===== config.mk =====
export PLATFORM = sky130hd
export DESIGN_NAME = io_issue_unit
export DESIGN_NICKNAME = d
export VERILOG_FILES = /design/src/rtl/io_pkg.sv /design/src/rtl/io_word_assembler.sv /design/src/rtl/io_issue_unit.sv
export SDC_FILE = /design/constraint.sdc
export NUM_CORES = 1
export LEC_CHECK = 0
export CAP_MARGIN = 20
export CORE_MARGIN = 1.5
export CORE_UTILIZATION = 33
export CTS_CLUSTER_SIZE = 12
export DETAILED_ROUTE_END_ITERATION = 10
export PLACE_DENSITY = 0.76
export SYNTH_ARGS = -nofsm -noshare
export SYNTH_HDL_FRONTEND = slang
export SYNTH_SLANG_ARGS = --single-unit

===== constraint.sdc =====
create_clock -name clk -period 1.52 [get_ports clk]
set_input_delay 0.304 -clock clk [delete_from_list [all_inputs] [get_ports clk]]
set_output_delay 0.304 -clock clk [all_outputs]
set_load 0.01 [all_outputs]

===== src/rtl/io_pkg.sv =====
// Shared types and sizing helpers for the I/O issue responder.
// IO_WORD_IN_EN selects word-wide (XLEN/BYTE_W bytes) versus single-byte `in`.
package io_pkg;

  typedef enum logic [1:0] {
    IDLE,
    TX,
    RX,
    DONE
  } io_state_t;

  function automatic int unsigned io_in_bytes(input int unsigned xlen, input int unsigned byte_w);
`ifdef IO_WORD_IN_EN
    return xlen / byte_w;
`else
    return 1;
`endif
  endfunction

  function automatic int unsigned io_cnt_w(input int unsigned n);
    return (n > 1) ? $clog2(n) : 1;
  endfunction

  localparam int unsigned IN_BYTES = io_in_bytes(32, 8);
  localparam int unsigned CNT_W    = io_cnt_w(IN_BYTES);

endpackage


===== src/rtl/io_word_assembler.sv =====
// Places received bytes into little-endian lanes of the `in` result.
// IO_WORD_IN_EN: multi-byte assembly with a lane counter; otherwise zero-extended single byte.
module io_word_assembler
  import io_pkg::*;
#(
  parameter int unsigned XLEN   = 32,
  parameter int unsigned BYTE_W = 8,
  parameter int unsigned NB     = io_in_bytes(XLEN, BYTE_W),
  parameter int unsigned CW     = io_cnt_w(NB)
) (
  input  logic              clk,
  input  logic              rst_n,
  input  logic              clear,
  input  logic              load,
  input  logic [BYTE_W-1:0] rx_data,
  output logic [CW-1:0]     cnt,
  output logic              last,
  output logic [XLEN-1:0]   in_result
);

`ifdef IO_WORD_IN_EN
  logic [CW-1:0] cnt_q;

  assign cnt  = cnt_q;
  assign last = (cnt_q == CW'(NB - 1));

  always_ff @(posedge clk or negedge rst_n) begin
    if (!rst_n) begin
      in_result <= '0;
      cnt_q     <= '0;
    end else if (clear) begin
      in_result <= '0;
      cnt_q     <= '0;
    end else if (load) begin
      in_result[cnt_q*BYTE_W +: BYTE_W] <= rx_data;
      cnt_q <= last ? '0 : cnt_q + CW'(1);
    end
  end
`else
  assign cnt  = '0;
  assign last = 1'b1;

  always_ff @(posedge clk or negedge rst_n) begin
    if (!rst_n) begin
      in_result <= '0;
    end else if (clear) begin
      in_result <= '0;
    end else if (load) begin
      in_result <= XLEN'(rx_data);
    end
  end
`endif

endmodule


===== src/rtl/io_issue_unit.sv =====
// Stalls the pipeline while an `out` byte is sent or an `in` value is collected over the UART paths.
// IO_WORD_IN_EN (see io_pkg) widens `in` from one byte to XLEN/BYTE_W bytes.
module io_issue_unit
  import io_pkg::*;
#(
  parameter int unsigned XLEN   = 32,
  parameter int unsigned BYTE_W = 8
) (
  input  logic              clk,
  input  logic              rst_n,
  input  logic              out_issued,
  input  logic              in_issued,
  input  logic [BYTE_W-1:0] out_data,
  output logic              stall,
  output logic [XLEN-1:0]   in_result,
  output logic              in_valid,
  output logic [BYTE_W-1:0] tx_data,
  output logic              tx_valid,
  input  logic              tx_ready,
  input  logic [BYTE_W-1:0] rx_data,
  input  logic              rx_valid,
  output logic              rx_ready
);

  localparam int unsigned NB = io_in_bytes(XLEN, BYTE_W);
  localparam int unsigned CW = io_cnt_w(NB);

  io_state_t     state;
  logic          clear;
  logic          load;
  logic          last;
  logic          last_byte;
  logic [CW-1:0] cnt;

  // Issue flags only matter in IDLE; later states see the held instruction.
  assign stall = ((state == IDLE) && (out_issued || in_issued)) ||
                 (state == TX) || (state == RX);

  assign clear     = (state == IDLE) && !out_issued && in_issued;
  assign load      = (state == RX) && rx_ready && rx_valid;
  assign last_byte = last && (cnt == CW'(NB - 1));

  io_word_assembler #(
    .XLEN   (XLEN),
    .BYTE_W (BYTE_W),
    .NB     (NB),
    .CW     (CW)
  ) u_asm (
    .clk       (clk),
    .rst_n     (rst_n),
    .clear     (clear),
    .load      (load),
    .rx_data   (rx_data),
    .cnt       (cnt),
    .last      (last),
    .in_result (in_result)
  );

  always_ff @(posedge clk or negedge rst_n) begin
    if (!rst_n) begin
      state    <= IDLE;
      tx_data  <= '0;
      tx_valid <= 1'b0;
      rx_ready <= 1'b0;
      in_valid <= 1'b0;
    end else begin
      in_valid <= 1'b0;
      case (state)
        IDLE: begin
          if (out_issued) begin
            tx_data  <= out_data;
            tx_valid <= 1'b1;
            state    <= TX;
          end else if (in_issued) begin
            rx_ready <= 1'b1;
            state    <= RX;
          end
        end
        TX: begin
          if (tx_ready) begin
            tx_valid <= 1'b0;
            state    <= DONE;
          end
        end
        RX: begin
          if (load && last_byte) begin
            rx_ready <= 1'b0;
            in_valid <= 1'b1;
            state    <= DONE;
          end
        end
        DONE: state <= IDLE;
        default: state <= IDLE;
      endcase
    end
  end

endmodule


* Word level (Yosys, flattened, before mapping)
Index checks and enable logic that the tools add are counted.
Word-level totals: register bits 45, word-level logic and storage cells 48, bits of input ports 22
Operators by class: mux-type cells 16, reduce and logical (&&, ||, !) cells 17, equal/unequal tests 9
Operators with widths (count):
- $mux W32 | 2
- $ne A2 B2 Y1 const B | 5
- $mux W2 | 4
- $pmux W2 S4 | 1
- $mux W1 | 7
- $reduce_and A3 Y1 | 2
- $reduce_bool A2 Y1 | 3
- $logic_and A1 B1 Y1 | 5
- $eq A2 B2 Y1 const B | 2
- $pmux W1 S2 | 2
- $reduce_and A4 Y1 | 1
- $logic_or A1 B1 Y1 | 3
- $ne A3 B3 Y1 const B | 1
- $eq A2 B1 Y1 const B | 1
- $logic_not A2 Y1 | 1
- $reduce_and A2 Y1 | 1
- $logic_not A1 Y1 | 1

* Logic depth before layout (Yosys ltp)
Gate-level depths: netlist (run 1).
depth in word-level cells 5, depth in mapped cells 6, mapped depth without buffers 5

* Cells and area by module
Synthesis (run 1) repeated with hierarchy kept, for this count alone.
Unflattened totals: cells, all modules 108, area total of the unflattened synthesis 1191.1 µm²
By module, submodules not included:
- io_issue_unit | area an instance 663.1 µm², cells each 54, times used 1
- io_word_assembler | area an instance 528.0 µm², cells each 54, times used 1

* Least setup slack after synthesis (run 1)
No wires, ideal clock.
path type register -> register, from reg state[0], to reg state[0], data arrival time 1.523 ns, slack -0.127 ns, period minus slack after synthesis 1.647 ns, required time 1.395 ns, cell stages (with the launch flop) 6, path through dfrtp_1 inv_1 ha_1 clkbuf_1 a222oi_1 mux2_2
Between the ends: word-level cells in the longest chain between the ends 5, elaborated cells between the ends (all ways) 11, those cells by class eq/ne (6); mux (1); reduce/logical (4)
RTL lines:
- start: declaration | line io_issue_unit.sv:28 | io_state_t state;
- start signal: assignment | line io_issue_unit.sv:61 | state <= IDLE;
- start signal: assignment | line io_issue_unit.sv:73 | state <= TX;
- start signal: assignment | line io_issue_unit.sv:76 | state <= RX;
- $eq A2 B2 Y1 | line io_issue_unit.sv:40, io_issue_unit.sv:68
- $logic_and A1 B1 Y1 (2 in series) | line io_issue_unit.sv:40 | assign load = (state == RX) && rx_ready && rx_valid;
- $ne A2 B2 Y1 (no line)
- $reduce_and A3 Y1 (no line)
Parallel ways exist; a longest one is shown, timed or not. A chain may end at the register's enable or synchronous reset.

* Worst setup path after layout (run 1)
from reg state[0], to out stall
Between the ends: word-level cells in the longest chain between the ends 4, elaborated cells between the ends (all ways) 6, those cells by class eq/ne (2); reduce/logical (4)
RTL lines:
- $logic_not A2 Y1 | line io_issue_unit.sv:36 | assign stall = ((state == IDLE) && (out_issued || in_issued)) ||
- $logic_and A1 B1 Y1 | line io_issue_unit.sv:36
- $logic_or A1 B1 Y1 | line io_issue_unit.sv:36
- $logic_or A1 B1 Y1 (*) | line io_issue_unit.sv:37 | (state == TX) || (state == RX);
- end: declaration | line io_issue_unit.sv:14 | output logic stall,
Every way passes the cells marked *; elsewhere a longest branch is shown, timed or not.

==> impl_metrics.csv, run 1 <==
group,metric,value,unit
run_status,outcome,"finished with violations",
run_status,violations,"setup timing",
sta,min_period_over_period,101,%
cts,cts_buffers,3,
layout,diodes,0,
synthesis,syn_area,0.00108,sq mm
power_and_ir_drop,ir_worst_vdd,933,uV
sta,setup_ws,-0.0195,ns
floorplanning,start_util,35.0,%
setup_path,required,1.22,ns
power_and_ir_drop,power_density,1670,mW/mm^2
setup_path,arrival,1.24,ns
setup_path,cp_cell_sequence,"buf_6, ha_4, nor2_2, nand2_1, buf_2",
grt,grt_max_degree,22,
power_and_ir_drop,p_leak,0.932,nW
layout,layout.nets,178,
floorplanning,die_area,0.00362,sq mm
cts,cts.hold.buffers_added,0,
drt,drt_pass1_iterations,4,
drt,wl_per_cell,11.3,microns
cts,cts.clk_slew.worst_paths,0.12,ns
grt,grt_antenna_before_repair,0,
setup_path,reg2regPathDepth,6,
power_and_ir_drop,p_switching,957,uW
setup_path,start_kind,"register",
drt,postRouteAntennaNets,0,
cts,clk-insertion-delay-late,0.29,ns
setup_path,reg2reg_from,"state[1]$_DFFE_PN0P_",
setup_path,crit_fanout,3,
sta,slew_violations,0,
placement,gp_congestion,0.628,
synthesis,ys_types,17,
grt,grt_pass1_wl,3160,microns
power_and_ir_drop,swShare,34.3,%
power_and_ir_drop,pwr-share-comb,56.8,%
layout,drive_gt1_share,24.3,%
synthesis,yosys_warnings,0,
placement,dp_cells,189,
setup_path,critical-path-max-stage-delay,0.42,ns
drt,finalWirelength,2210,microns
cts,clockBufferDepth,2,
grt,grt-ovfl-total,0,
floorplanning,die_h,60.2,microns
layout,final_cell_area,0.00167,sq mm
cts,cts-htree-levels,1,
drt,vias,817,
floorplanning,core_region_area,0.00308,sq mm
synthesis,syn_inst,94,
cts,clock_sinks,21,
setup_path,reg2reg_to,"u_asm.in_result[6]$_DFFE_PN0P_",
placement,io_buffer_count,41,
power_and_ir_drop,p_int,1.83,mW
sta,whs,0.332,ns
grt,grt_pass1_vias,791,
sta,grt_setup_unrepaired,"yes",
hold_path,hold_path.class,"in2async",
power_and_ir_drop,pwr-share-clk,9.3,%
setup_path,r2r_slack,-0.01,ns
sta,finalHoldViolCount,0,
sta,max_freq,0.650,GHz
power_and_ir_drop,seq_power_share,33.9,%
layout,area_delta_synth_final,54.6,%
cts,cts_tree,"done",
floorplanning,rows,20,
layout,final_util,54.2,%
job,cap_viol_max_count,0,
floorplanning,die_x,60.2,microns
setup_path,cp_slowest_cell,"dfrtp_1",
drt,drt_iter0_markers,10,
layout,final_cells,196,
synthesis,syn_avg_cell_area,11.5,sq um
drt,avgViaCountPerCell,4.17,
setup_path,worstSetupPathType,"reg2out",
placement,dpl-instance-area,0.00155,sq mm
sta,fin_skew,0.00812,ns
grt,grt_use_total,11.6,%
floorplanning,ios,66,
cts,cts_root_buf,"clkbuf_4",
placement,hpwl,1700,microns
sta,fin_crit,1.54,ns
synthesis,synth-seq-cells,21,
synthesis,ys_seq_area_share,48.7,%
drt,route.detailed.drc,0,
sta,setup_viol,6,
setup_path,end_kind,"primary output",
[registers in the layout, indices dropped and copies added, names as in the netlist]
signal,cells
tx_data,8
u_asm.in_result,8
state,2
in_valid,1
rx_ready,1
tx_valid,1
[worst max path at each step]
stage                          from                    to  slack, ns  cells after the start
6_report       state[0]$_DFFE_PN0P_                 stall      -0.02                      5
2_1_floorplan  state[0]$_DFFE_PN0P_  state[0]$_DFFE_PN0P_      -0.10                      5
4_1_cts        state[0]$_DFFE_PN0P_                 stall      -0.03                      5
3_5_place_dp              in_issued                 stall      -0.26                      4
5_1_grt        state[0]$_DFFE_PN0P_                 stall      -0.09                      5
3_3_place_gp              in_issued                 stall      -0.28                      4
[synthesized netlist by cell type, drive strengths merged]
cell type	instances	area [sq um]
a22o	10	87.6
mux2i	3	30.0
clkbuf	1	3.75
and3	1	6.26
mux2	9	101
nor2	3	11.3
o21ai	3	15.0
nor3	1	10.0
conb	1	3.75
nand2	5	18.8
dfrtp	21	526
ha	3	37.5
nand2b	1	6.26
buf	24	180
a222oi	1	10.0
and3b	1	8.76
inv	6	22.5
[layer usage]
layer / routed length (microns) / share of wire, % / track usage (%) / vias up
met5: 0 / 0 / 0 / -
met4: 0 / 0 / 3.81 / 0
met3: 164 / 7.4 / 2.60 / 0
met2: 1190 / 54 / 21.6 / 44
met1: 851 / 39 / 12.9 / 380
li1: - / - / - / 393
[cell type report]
| type | count | area (sq um) |
|---|---|---|
| sequential | 21 | 526 |
| tap | 44 | 55.1 |
| timing repair buffer | 56 | 561 |
| fill | 296 | 1410 |
| clock buffer | 4 | 26.3 |
| inverter | 6 | 22.5 |
| multi-input combinational | 65 | 478 |
[cell usage in the layout, fill, tap and decap left out, types with 3 or more instances in the layout]
master,instances
conb_1,24
clkdlybuf4s50_1,22
dfrtp_1,21
dlymetal6s2s_1,12
buf_4,12
a22o_1,10
mux2_2,9
dlygate4sd2_1,6
nand2_1,5
inv_1,4
mux2i_1,3
clkbuf_4,3
[metrics by stage]
stage | power, mW | setup TNS, ns | worst slack [ns]
4_1_cts | 2.74 | -0.0325 | -0.0319
6_report | 2.79 | -0.0351 | -0.0195
3_3_place_gp | 2.44 | -4.24 | -0.276
3_5_place_dp | 2.50 | -4.74 | -0.264
2_1_floorplan | 1.74 | -0.102 | -0.102
5_1_grt | 2.97 | -0.691 | -0.0920
[power by group through the flow]
stage          Combinational [mW]  Clock [mW]  Sequential, mW
2_1_floorplan               0.686           0            1.05
6_report                     1.59       0.259           0.946
3_3_place_gp                 1.49           0           0.955
3_5_place_dp                 1.53           0           0.963
5_1_grt                      1.71       0.291           0.974
4_1_cts                      1.52       0.272           0.955
[cell families after synthesis]
family	count (synthesis)	share of synthesized area, %
other cells	1	0.348
buf+inv	31	19.1
fa+ha+maj	3	3.48
simple gates	12	5.69
compound gates	14	10.4
flops	21	48.7
mux	12	12.2
[worst max-delay path, delay by kind of cell (launching register included)]
kind / cells / cell delay [ns]
buffers and inverters: 2 / 0.26
flip-flops: 1 / 0.42
AND/OR/NAND/NOR: 2 / 0.12
adder cells (fa/ha/maj): 1 / 0.16
[repair_timing]
action | CTS | global route
pin swaps | 2 | 13
endpoints found under the hold margin | 0 | 0
endpoints found under the setup margin | 18 | 31
gates resized for setup | 16 | 19
buffers inserted | 0 | 3
gates cloned | 0 | 0
Note: power is estimated with default switching activity, not from simulation.
==> inputs of run 2 (changes only) <==
--- a/config.mk
+++ b/config.mk
@@ -8,6 +8,7 @@
 export CAP_MARGIN = 20
 export CORE_MARGIN = 1.5
 export CORE_UTILIZATION = 33
+export CTS_CLUSTER_DIAMETER = 60
 export CTS_CLUSTER_SIZE = 12
 export DETAILED_ROUTE_END_ITERATION = 10
 export PLACE_DENSITY = 0.76
==> results of run 2 <==
The final DEF is identical to that of run 1; final timing and power are the same.
